===== config.mk =====
export PLATFORM = sky130hd
export DESIGN_NAME = spi_flash_word_reader
export DESIGN_NICKNAME = d
export VERILOG_FILES = /design/src/rtl/spi_flash_pkg.sv /design/src/rtl/spi_sck_phase_gen.sv /design/src/rtl/spi_flash_word_reader.sv
export SDC_FILE = /design/constraint.sdc
export NUM_CORES = 1
export LEC_CHECK = 0
export CAP_MARGIN = 20
export CORE_ASPECT_RATIO = 0.6
export CORE_MARGIN = 1
export CORE_UTILIZATION = 25
export CTS_CLUSTER_SIZE = 14
export DETAILED_ROUTE_END_ITERATION = 8
export GPL_TIMING_DRIVEN = 0
export HOLD_SLACK_MARGIN = 0.08
export PLACE_DENSITY_LB_ADDON = 0.25
export SYNTH_ARGS = -nofsm -noshare
export SYNTH_HDL_FRONTEND = slang
export SYNTH_SLANG_ARGS = --single-unit

===== constraint.sdc =====
create_clock -name clock -period 1.75 [get_ports clock]
set_input_delay 0.4375 -clock clock [delete_from_list [all_inputs] [get_ports clock]]
set_output_delay 0.4375 -clock clock [all_outputs]
set_load 0.02 [all_outputs]

===== src/rtl/spi_flash_pkg.sv =====
// Shared types and constants for the single-lane SPI-flash word reader.
package spi_flash_pkg;

  typedef enum logic [1:0] {IDLE, SHIFT, RESP, GAP} state_e;

  localparam logic [7:0]  SPI_CMD_READ   = 8'h03;
  localparam int unsigned CMD_ADDR_BITS  = 32;
  localparam int unsigned MAX_WORD_BYTES = 4;

  // Serial frame length: command + address + data bits.
  function automatic int unsigned frame_bits(input int unsigned word_bytes);
    return CMD_ADDR_BITS + 8 * word_bytes;
  endfunction

endpackage


===== src/rtl/spi_sck_phase_gen.sv =====
// SPI mode-0 clock generator: CLK_DIV cycles low, CLK_DIV cycles high, with
// strobes marking the cycle before each sck register transition.
module spi_sck_phase_gen #(
  parameter int unsigned CLK_DIV = 2
) (
  input  logic clock,
  input  logic reset,
  input  logic enable,
  output logic sck,
  output logic rise,
  output logic fall
);

  localparam int unsigned CW = (CLK_DIV > 1) ? $clog2(CLK_DIV) : 1;

  logic [CW-1:0] cnt_q, cnt_d;
  logic          sck_q, sck_d;
  logic          last;

  assign last = (cnt_q == CW'(CLK_DIV - 1));

  always_comb begin
    cnt_d = cnt_q;
    sck_d = sck_q;
    rise  = 1'b0;
    fall  = 1'b0;
    if (!enable) begin
      // Disabled: park low so the next transaction starts with a full low phase.
      cnt_d = '0;
      sck_d = 1'b0;
    end else if (last) begin
      cnt_d = '0;
      sck_d = ~sck_q;
      rise  = ~sck_q;
      fall  = sck_q;
    end else begin
      cnt_d = cnt_q + CW'(1);
    end
  end

  always_ff @(posedge clock or negedge reset) begin
    if (!reset) begin
      cnt_q <= '0;
      sck_q <= 1'b0;
    end else begin
      cnt_q <= cnt_d;
      sck_q <= sck_d;
    end
  end

  assign sck = sck_q;

endmodule


===== src/rtl/spi_flash_word_reader.sv =====
// Single-lane SPI-flash READ (0x03) engine: one request in, one little-endian
// word out, with a minimum chip-select gap between transactions.
module spi_flash_word_reader
  import spi_flash_pkg::*;
#(
  parameter int unsigned CLK_DIV    = 2,
  parameter int unsigned WORD_BYTES = 4,
  parameter int unsigned CS_GAP     = 2
) (
  input  logic        clock,
  input  logic        reset,
  input  logic        req_valid,
  output logic        req_ready,
  input  logic [23:0] req_addr,
  output logic        resp_valid,
  input  logic        resp_ready,
  output logic [31:0] resp_data,
  output logic        busy,
  output logic        spi_cs,
  output logic        spi_sck,
  output logic        spi_mosi,
  input  logic        spi_miso
);

  localparam int unsigned NBITS = frame_bits(WORD_BYTES);
  localparam int unsigned BW    = $clog2(NBITS);
  localparam int unsigned GW    = (CS_GAP > 1) ? $clog2(CS_GAP) : 1;
  localparam int unsigned YW    = $clog2(MAX_WORD_BYTES);

  state_e           state_q, state_d;
  logic [NBITS-1:0] sh_q, sh_d;
  logic [BW-1:0]    bit_q, bit_d;
  logic [YW-1:0]    byte_q, byte_d;
  logic [6:0]       rx_q, rx_d;
  logic [31:0]      data_q, data_d;
  logic [GW-1:0]    gap_q, gap_d;
  logic             cs_q, cs_d;
  logic             valid_q, valid_d;

  logic shift_en, sck, sck_rise, sck_fall, gap_done, data_phase;

  assign shift_en   = (state_q == SHIFT);
  // gap_q counts completed cs-high cycles; the current one makes gap_q + 1.
  assign gap_done   = (gap_q >= GW'(CS_GAP - 1));
  assign data_phase = (bit_q >= BW'(CMD_ADDR_BITS));

  spi_sck_phase_gen #(
    .CLK_DIV (CLK_DIV)
  ) u_phase (
    .clock  (clock),
    .reset  (reset),
    .enable (shift_en),
    .sck    (sck),
    .rise   (sck_rise),
    .fall   (sck_fall)
  );

  always_comb begin
    state_d = state_q;
    sh_d    = sh_q;
    bit_d   = bit_q;
    byte_d  = byte_q;
    rx_d    = rx_q;
    data_d  = data_q;
    gap_d   = gap_q;
    cs_d    = cs_q;
    valid_d = valid_q;

    unique case (state_q)
      IDLE: begin
        if (req_valid) begin
          state_d = SHIFT;
          sh_d    = {SPI_CMD_READ, req_addr, {(NBITS - CMD_ADDR_BITS){1'b0}}};
          bit_d   = '0;
          byte_d  = '0;
          cs_d    = 1'b0;
        end
      end
      SHIFT: begin
        if (sck_rise && data_phase) begin
          rx_d = {rx_q[5:0], spi_miso};
          if (bit_q[2:0] == 3'd7) begin
            data_d[8*byte_q +: 8] = {rx_q, spi_miso};
            byte_d                = byte_q + YW'(1);
          end
        end
        // MOSI advances only as sck falls, so it is stable across the high phase.
        if (sck_fall) begin
          sh_d  = {sh_q[NBITS-2:0], 1'b0};
          bit_d = bit_q + BW'(1);
          if (bit_q == BW'(NBITS - 1)) begin
            state_d = RESP;
            cs_d    = 1'b1;
            valid_d = 1'b1;
            gap_d   = '0;
          end
        end
      end
      RESP: begin
        if (!gap_done) gap_d = gap_q + GW'(1);
        if (resp_ready) begin
          valid_d = 1'b0;
          state_d = gap_done ? IDLE : GAP;
        end
      end
      GAP: begin
        if (!gap_done) gap_d = gap_q + GW'(1);
        else state_d = IDLE;
      end
      default: state_d = IDLE;
    endcase
  end

  always_ff @(posedge clock or negedge reset) begin
    if (!reset) begin
      state_q <= IDLE;
      sh_q    <= '0;
      bit_q   <= '0;
      byte_q  <= '0;
      rx_q    <= '0;
      data_q  <= '0;
      gap_q   <= '0;
      cs_q    <= 1'b1;
      valid_q <= 1'b0;
    end else begin
      state_q <= state_d;
      sh_q    <= sh_d;
      bit_q   <= bit_d;
      byte_q  <= byte_d;
      rx_q    <= rx_d;
      data_q  <= data_d;
      gap_q   <= gap_d;
      cs_q    <= cs_d;
      valid_q <= valid_d;
    end
  end

  assign req_ready  = (state_q == IDLE);
  assign busy       = (state_q == SHIFT) || (state_q == RESP);
  assign resp_valid = valid_q;
  assign resp_data  = data_q;
  assign spi_cs     = cs_q;
  assign spi_sck    = sck;
  assign spi_mosi   = sh_q[NBITS-1];

endmodule

# Word level (Yosys, flattened, before mapping)
# Index checks and enable logic that the tools add are counted.
# W data, S select, Z words.
# word_totals
register_bits	118
input_bits	29
output_inout_bits	38
# op_classes
addsub	5
n_lt_le_gt_ge	2
eq_ne	14
n_shift	2
n_mux	36
bitwise	1
n_reduce_logical	15
# ops
cell	count
$mux W64	2
$pmux W64 S2	1
$neg A5 Y34	1
$shift A8 B34 Y32 const A	1
$shiftx A8 B34 Y32	1
$bwmux W32	1
$mux W2	9
$ne A2 B2 Y1 const B	9
$reduce_and A4 Y1	4
$mux W1	15
$mux W6	2
$pmux W6 S2	1
$pmux W2 S4	1
$add A6 B1 Y6 const B	1
$eq A6 B6 Y1 const B	1
$ge A6 B6 Y1 const B	1
$pmux W1 S2	3
$reduce_and A3 Y1	2
$reduce_bool A2 Y1	3
$reduce_and A5 Y1	1
$eq A2 B2 Y1 const B	2
$pmux W2 S2	1
$eq A3 B3 Y1 const B	1
$add A1 B1 Y1 const B	2
9 further kinds	9

# Depth between registers and ports, before layout
# depth
depth_word	6
mapped_depth	10
ltp_nobuf	6

# Hierarchy
# A second synthesis with hierarchy kept.
# hier_totals
cells_unflattened	390
hier_area_um2	3861.2
# by_module_without_submodules
module	n_inst	cells_each	area_per_inst_um2	seq_area_each_um2
spi_flash_word_reader	1	382	3772.4	2103.3
spi_sck_phase_gen	1	8	88.8	50.0

# Worst setup path after synthesis
# OpenSTA, ideal clock, no wires.
# synth_path
kind	register to register
from	register state_q[1]
to	register sh_q[45]
arrival_time_ns	1.743
required_ns	1.617
path_slack_ns	-0.126
path_stages_with_launch	8
path_buffers	2
period_less_slack_ns	1.876
cell_sequence	dfrtp_1 > inv_1 > ha_1 > mux2i_1 > a21o_1 > buf_2 > clkbuf_1 > o21ai_0
# synth_rtl
element	line	text
start: declaration	spi_flash_word_reader.sv:30	state_e state_q, state_d;
start signal: assignment	spi_flash_word_reader.sv:126	state_q <= state_d;
$logic_not A2 Y1 (*)	n/a	
named net req_ready	spi_flash_word_reader.sv:13	output logic req_ready,
$ne A2 B2 Y1 (no line) / $reduce_bool A2 Y1 (equally long branches)	n/a	
$reduce_and A3 Y1 (no line)	n/a	
end signal: assignment	spi_flash_word_reader.sv:117	sh_q <= '0;
end signal: assignment	spi_flash_word_reader.sv:127	sh_q <= sh_d;
end: declaration	spi_flash_word_reader.sv:31	logic [NBITS-1:0] sh_q, sh_d;
# The timed path passes the listed nets; every way through them passes the cells marked *.
# A chain may end at the register's enable or synchronous reset.

# Worst setup path in the final report
# layout_path
from	register state_q[0]
to	register sh_q[62]
# layout_between
elab_chain_cells	4
# layout_lines
element	line	text
$eq A2 B1 Y1	spi_flash_word_reader.sv:42, spi_flash_word_reader.sv:69	
$mux W1	spi_sck_phase_gen.sv:27	if (!enable) begin
$ne A2 B2 Y1 (no line)	n/a	
$reduce_and A3 Y1 (no line)	n/a	
# Parallel ways exist; a longest one is shown, timed or not.

==> key figures <==
Route
  • Starting DRT DRC Count: 206
  • TritonRoute pass-1 iters: 4
  • Routed Antenna Nets: 0
  • Via count: 3157
  • Wire per inst: 13.91 µm
  • Via density: 4.459
  • Wirelength, routed: 9849 µm
  • Residual DRC: 0

Power and ir drop
  • P_int: 5.323 mW
  • Worst vdd rail ir drop: 0.4810 mV
  • Combinational Power Share: 0.409
  • Sequential share of power: 0.346
  • Clock share of power: 0.245
  • Tot Pwr: 8.424 mW
  • Leakage power: 2.767 nW
  • Net switching power figure: 3.101 mW
  • Power density cells: 1525 nW/µm²
  • Sw frac: 0.3681

Place
  • RePlAce Congestion: 0.7522
  • DP Wirelength: 6789 µm
  • Port buffer count: 66

Clock network
  • Clock latency on the worst-skew pair: 0.34 ns
  • Worst-path clk slew: 0.07 ns
  • CTS sink cnt: 86
  • Root buf cell: clkbuf_16
  • CTS tree: built
  • Clock tree buffer depth: 2
  • CTS Buf Count: 9
  • CTS HTree Levels: 3

Finish
  • Footprint of the multi-input gates: 1638 µm²
  • Final core utilization: 0.3573
  • Sequential cell area: 2156 µm²
  • Fillers: 1552
  • Area added between synthesis and finish: 38.94%
  • Nets@finish: 542
  • Fraction of layout instances using a drive strength above 1: 0.1584
  • # diodes: 0

STA
  • Final Hold Fails: 0
  • Clk_skew: 0.007606 ns
  • Slew HR: 0.6764
  • Max Clock Freq: 586.9 MHz
  • Least-Margin Pin Slew: 0.4855 ns
  • Min Hold Slack: 0.4703 ns
  • Fin crit period: 1.704 ns
  • RSZ-0062 raised after global routing: true
  • Final setup vio count: 0
  • Period utilization: 0.9737
  • Pins Over Slew Limit: 0

Logic synthesis
  • Register area share after synthesis: 0.5417
  • Syn_nets: 451
  • Post-synthesis register bit count: 86
  • Post-synth top flop: dfrtp_1
  • Post-synthesis cell count: 409
  • Avg Cell Area, Syn: 9.719 µm²
  • Post-synth EDFFs: 0
  • Top cell type by total area after synthesis: dfrtp_1
  • Ys async rst share: 1.000
  • Area contributors post-synth: dfrtp_1 (54%), nand2_1 (7.0%), o21ai_0 (6.8%), mux2i_1 (6.0%), nand3_1 (5.7%)
  • Mapped cell area: 3975 µm²
  • Distinct cells, synth: 35
  • Synth warn: 0
  • Share of the synthesized area in the top cell type: 0.5351

Die
  • Initial Utilization: 0.2571
  • Core area: 15460 µm²
  • DIE AREA: 16430 µm²
  • Die Ht: 99.68 µm
  • Die X: 164.8 µm
  • Row count: 35
  • I/O pin count: 67

Setup path
  • R2R Setup Slk: 0.05 ns
  • CP startpoint kind: register
  • Crit path capture type: register
  • Crit path max fanout: 10
  • Critical Path RT: 2.03 ns
  • Setup CP Type: register to register
  • Crit path arrival time: 1.99 ns

Flow run
  • Max-cap violations: 0

Run status
  • Status: complete, no violations

Global route
  • GRT Total Usage: 0.1256
  • Global-route wire length before repair: 15860 µm
  • Initial antenna violation count: 0
  • Number of global-route vias before repair: 3103
  • Pin count of the biggest net entering global routing: 53
  • Remaining global-route overflow: 0

Worst hold path
  • Worst min path class: register to register
-- flip-flops by register name, summed over array words and instances (netlist names) --
name and count:
byte_q 2, spi_cs 1, state_q 2, bit_q 6, gap_q 1, resp_data 32
rx_q 7, resp_valid 1, u_phase.cnt_q 1, sh_q 32, u_phase.sck 1
-- cells in the mapped netlist (all sizes together) (3+ instances only) --
cell type	instances
dfrtp	85
nand3	45
nor3b	4
nand2	74
mux2i	24
and3	4
ha	13
buf	20
o21ai	60
inv	42
a21oi	5
a31oi	3
clkbuf	3
-- metal layers --
metal | vias to the layer above | wire length [µm] | track usage | part of all wire
met5 | - | 0 | 0 | 0
met4 | 0 | 108 | 0.04587 | 0.011
met3 | 4 | 526 | 0.03420 | 0.053
met2 | 58 | 4305 | 0.1813 | 0.44
met1 | 1543 | 4908 | 0.1782 | 0.50
li1 | 1552 | - | - | -
-- final timing paths --
check,startpoint,endpoint,cells after the start
min reg2reg,sh_q[58],sh_q[58],2
max,state_q[0],sh_q[62],7
max in group asynchronous,reset,spi_cs,3
max reg2reg,state_q[0],sh_q[62],7
min in group asynchronous,reset,sh_q[36],2
min,sh_q[58],sh_q[58],2
-- power by group through the flow --
stage               logic (mW)  registers, mW  clock network, mW
floorplan                 1.99           2.84                  0
global placement          2.65           2.94                  0
detailed placement        2.73           2.96                  0
CTS                       3.23           2.93               2.12
global route              3.83           2.98               2.19
finish                    3.45           2.91               2.06
-- per-stage QoR --
stage                     cells  cell area, µm²  setup slack (ns)  setup TNS, ns
final                       708            5523           0.04602              0
after global routing        708            5523          -0.03280        -0.1299
after CTS                   705            5426         0.0005553              0
after detailed placement    679            4921           -0.4306         -20.58
after global placement      678            4896            -3.005        -275.89
after floorplan             409            3981          -0.02514        -0.2658
-- repair_timing --
action	in CTS	in global routing
endpoints found under the setup margin	109	84
pin swaps	1	4
cloned	1	1
setup buffers	9	4
hold buffers	1	0
resized for setup	76	32
endpoints found under the hold margin	34	0
-- cells by family after synthesis --
logic type | after synthesis | synth area share
adders and majority gates | 13 | 0.04092
muxes | 24 | 0.06043
and+or+nand+nor | 140 | 0.1637
DFF | 86 | 0.5417
xor gates and xnor gates | 1 | 0.002204
AOI/OAI and AO/OA | 80 | 0.1158
buffers and inverters | 65 | 0.07523
-- cells in the final DEF (no fill, tap or decap), types with 9 or more instances in the layout --
cell type	Yosys	routed
dfrtp_1	85	83
mux2i_1	24	23
dlygate4sd2_1	0	24
o21ai_1	6	9
nand2_1	74	74
inv_1	42	39
clkdlybuf4s50_1	0	27
o21ai_0	54	50
dlymetal6s2s_1	0	12
buf_6	4	12
nand3_1	45	45
clkbuf_16	0	9
buf_4	2	18
-- critical path, cell delays in order, from the launching register on --
cell	delay (ns)
dfrtp_2	0.44
inv_4	0.06
ha_4	0.18
mux2i_4	0.19
a21oi_2	0.27
buf_2	0.28
nand3_1	0.10
nand2_1	0.10
-- final cells by class --
| cell class | count | area share |
|---|---|---|
| clock inverter | 6 | 0.01563 |
| tap | 203 | 0.04599 |
| inverter | 42 | 0.02900 |
| sequential | 86 | 0.3903 |
| buffer | 20 | 0.03580 |
| clock buffer | 10 | 0.04146 |
| timing repair buffer | 83 | 0.1452 |
| multi-input combinational | 258 | 0.2966 |
Power figures use the tool's default switching activity.
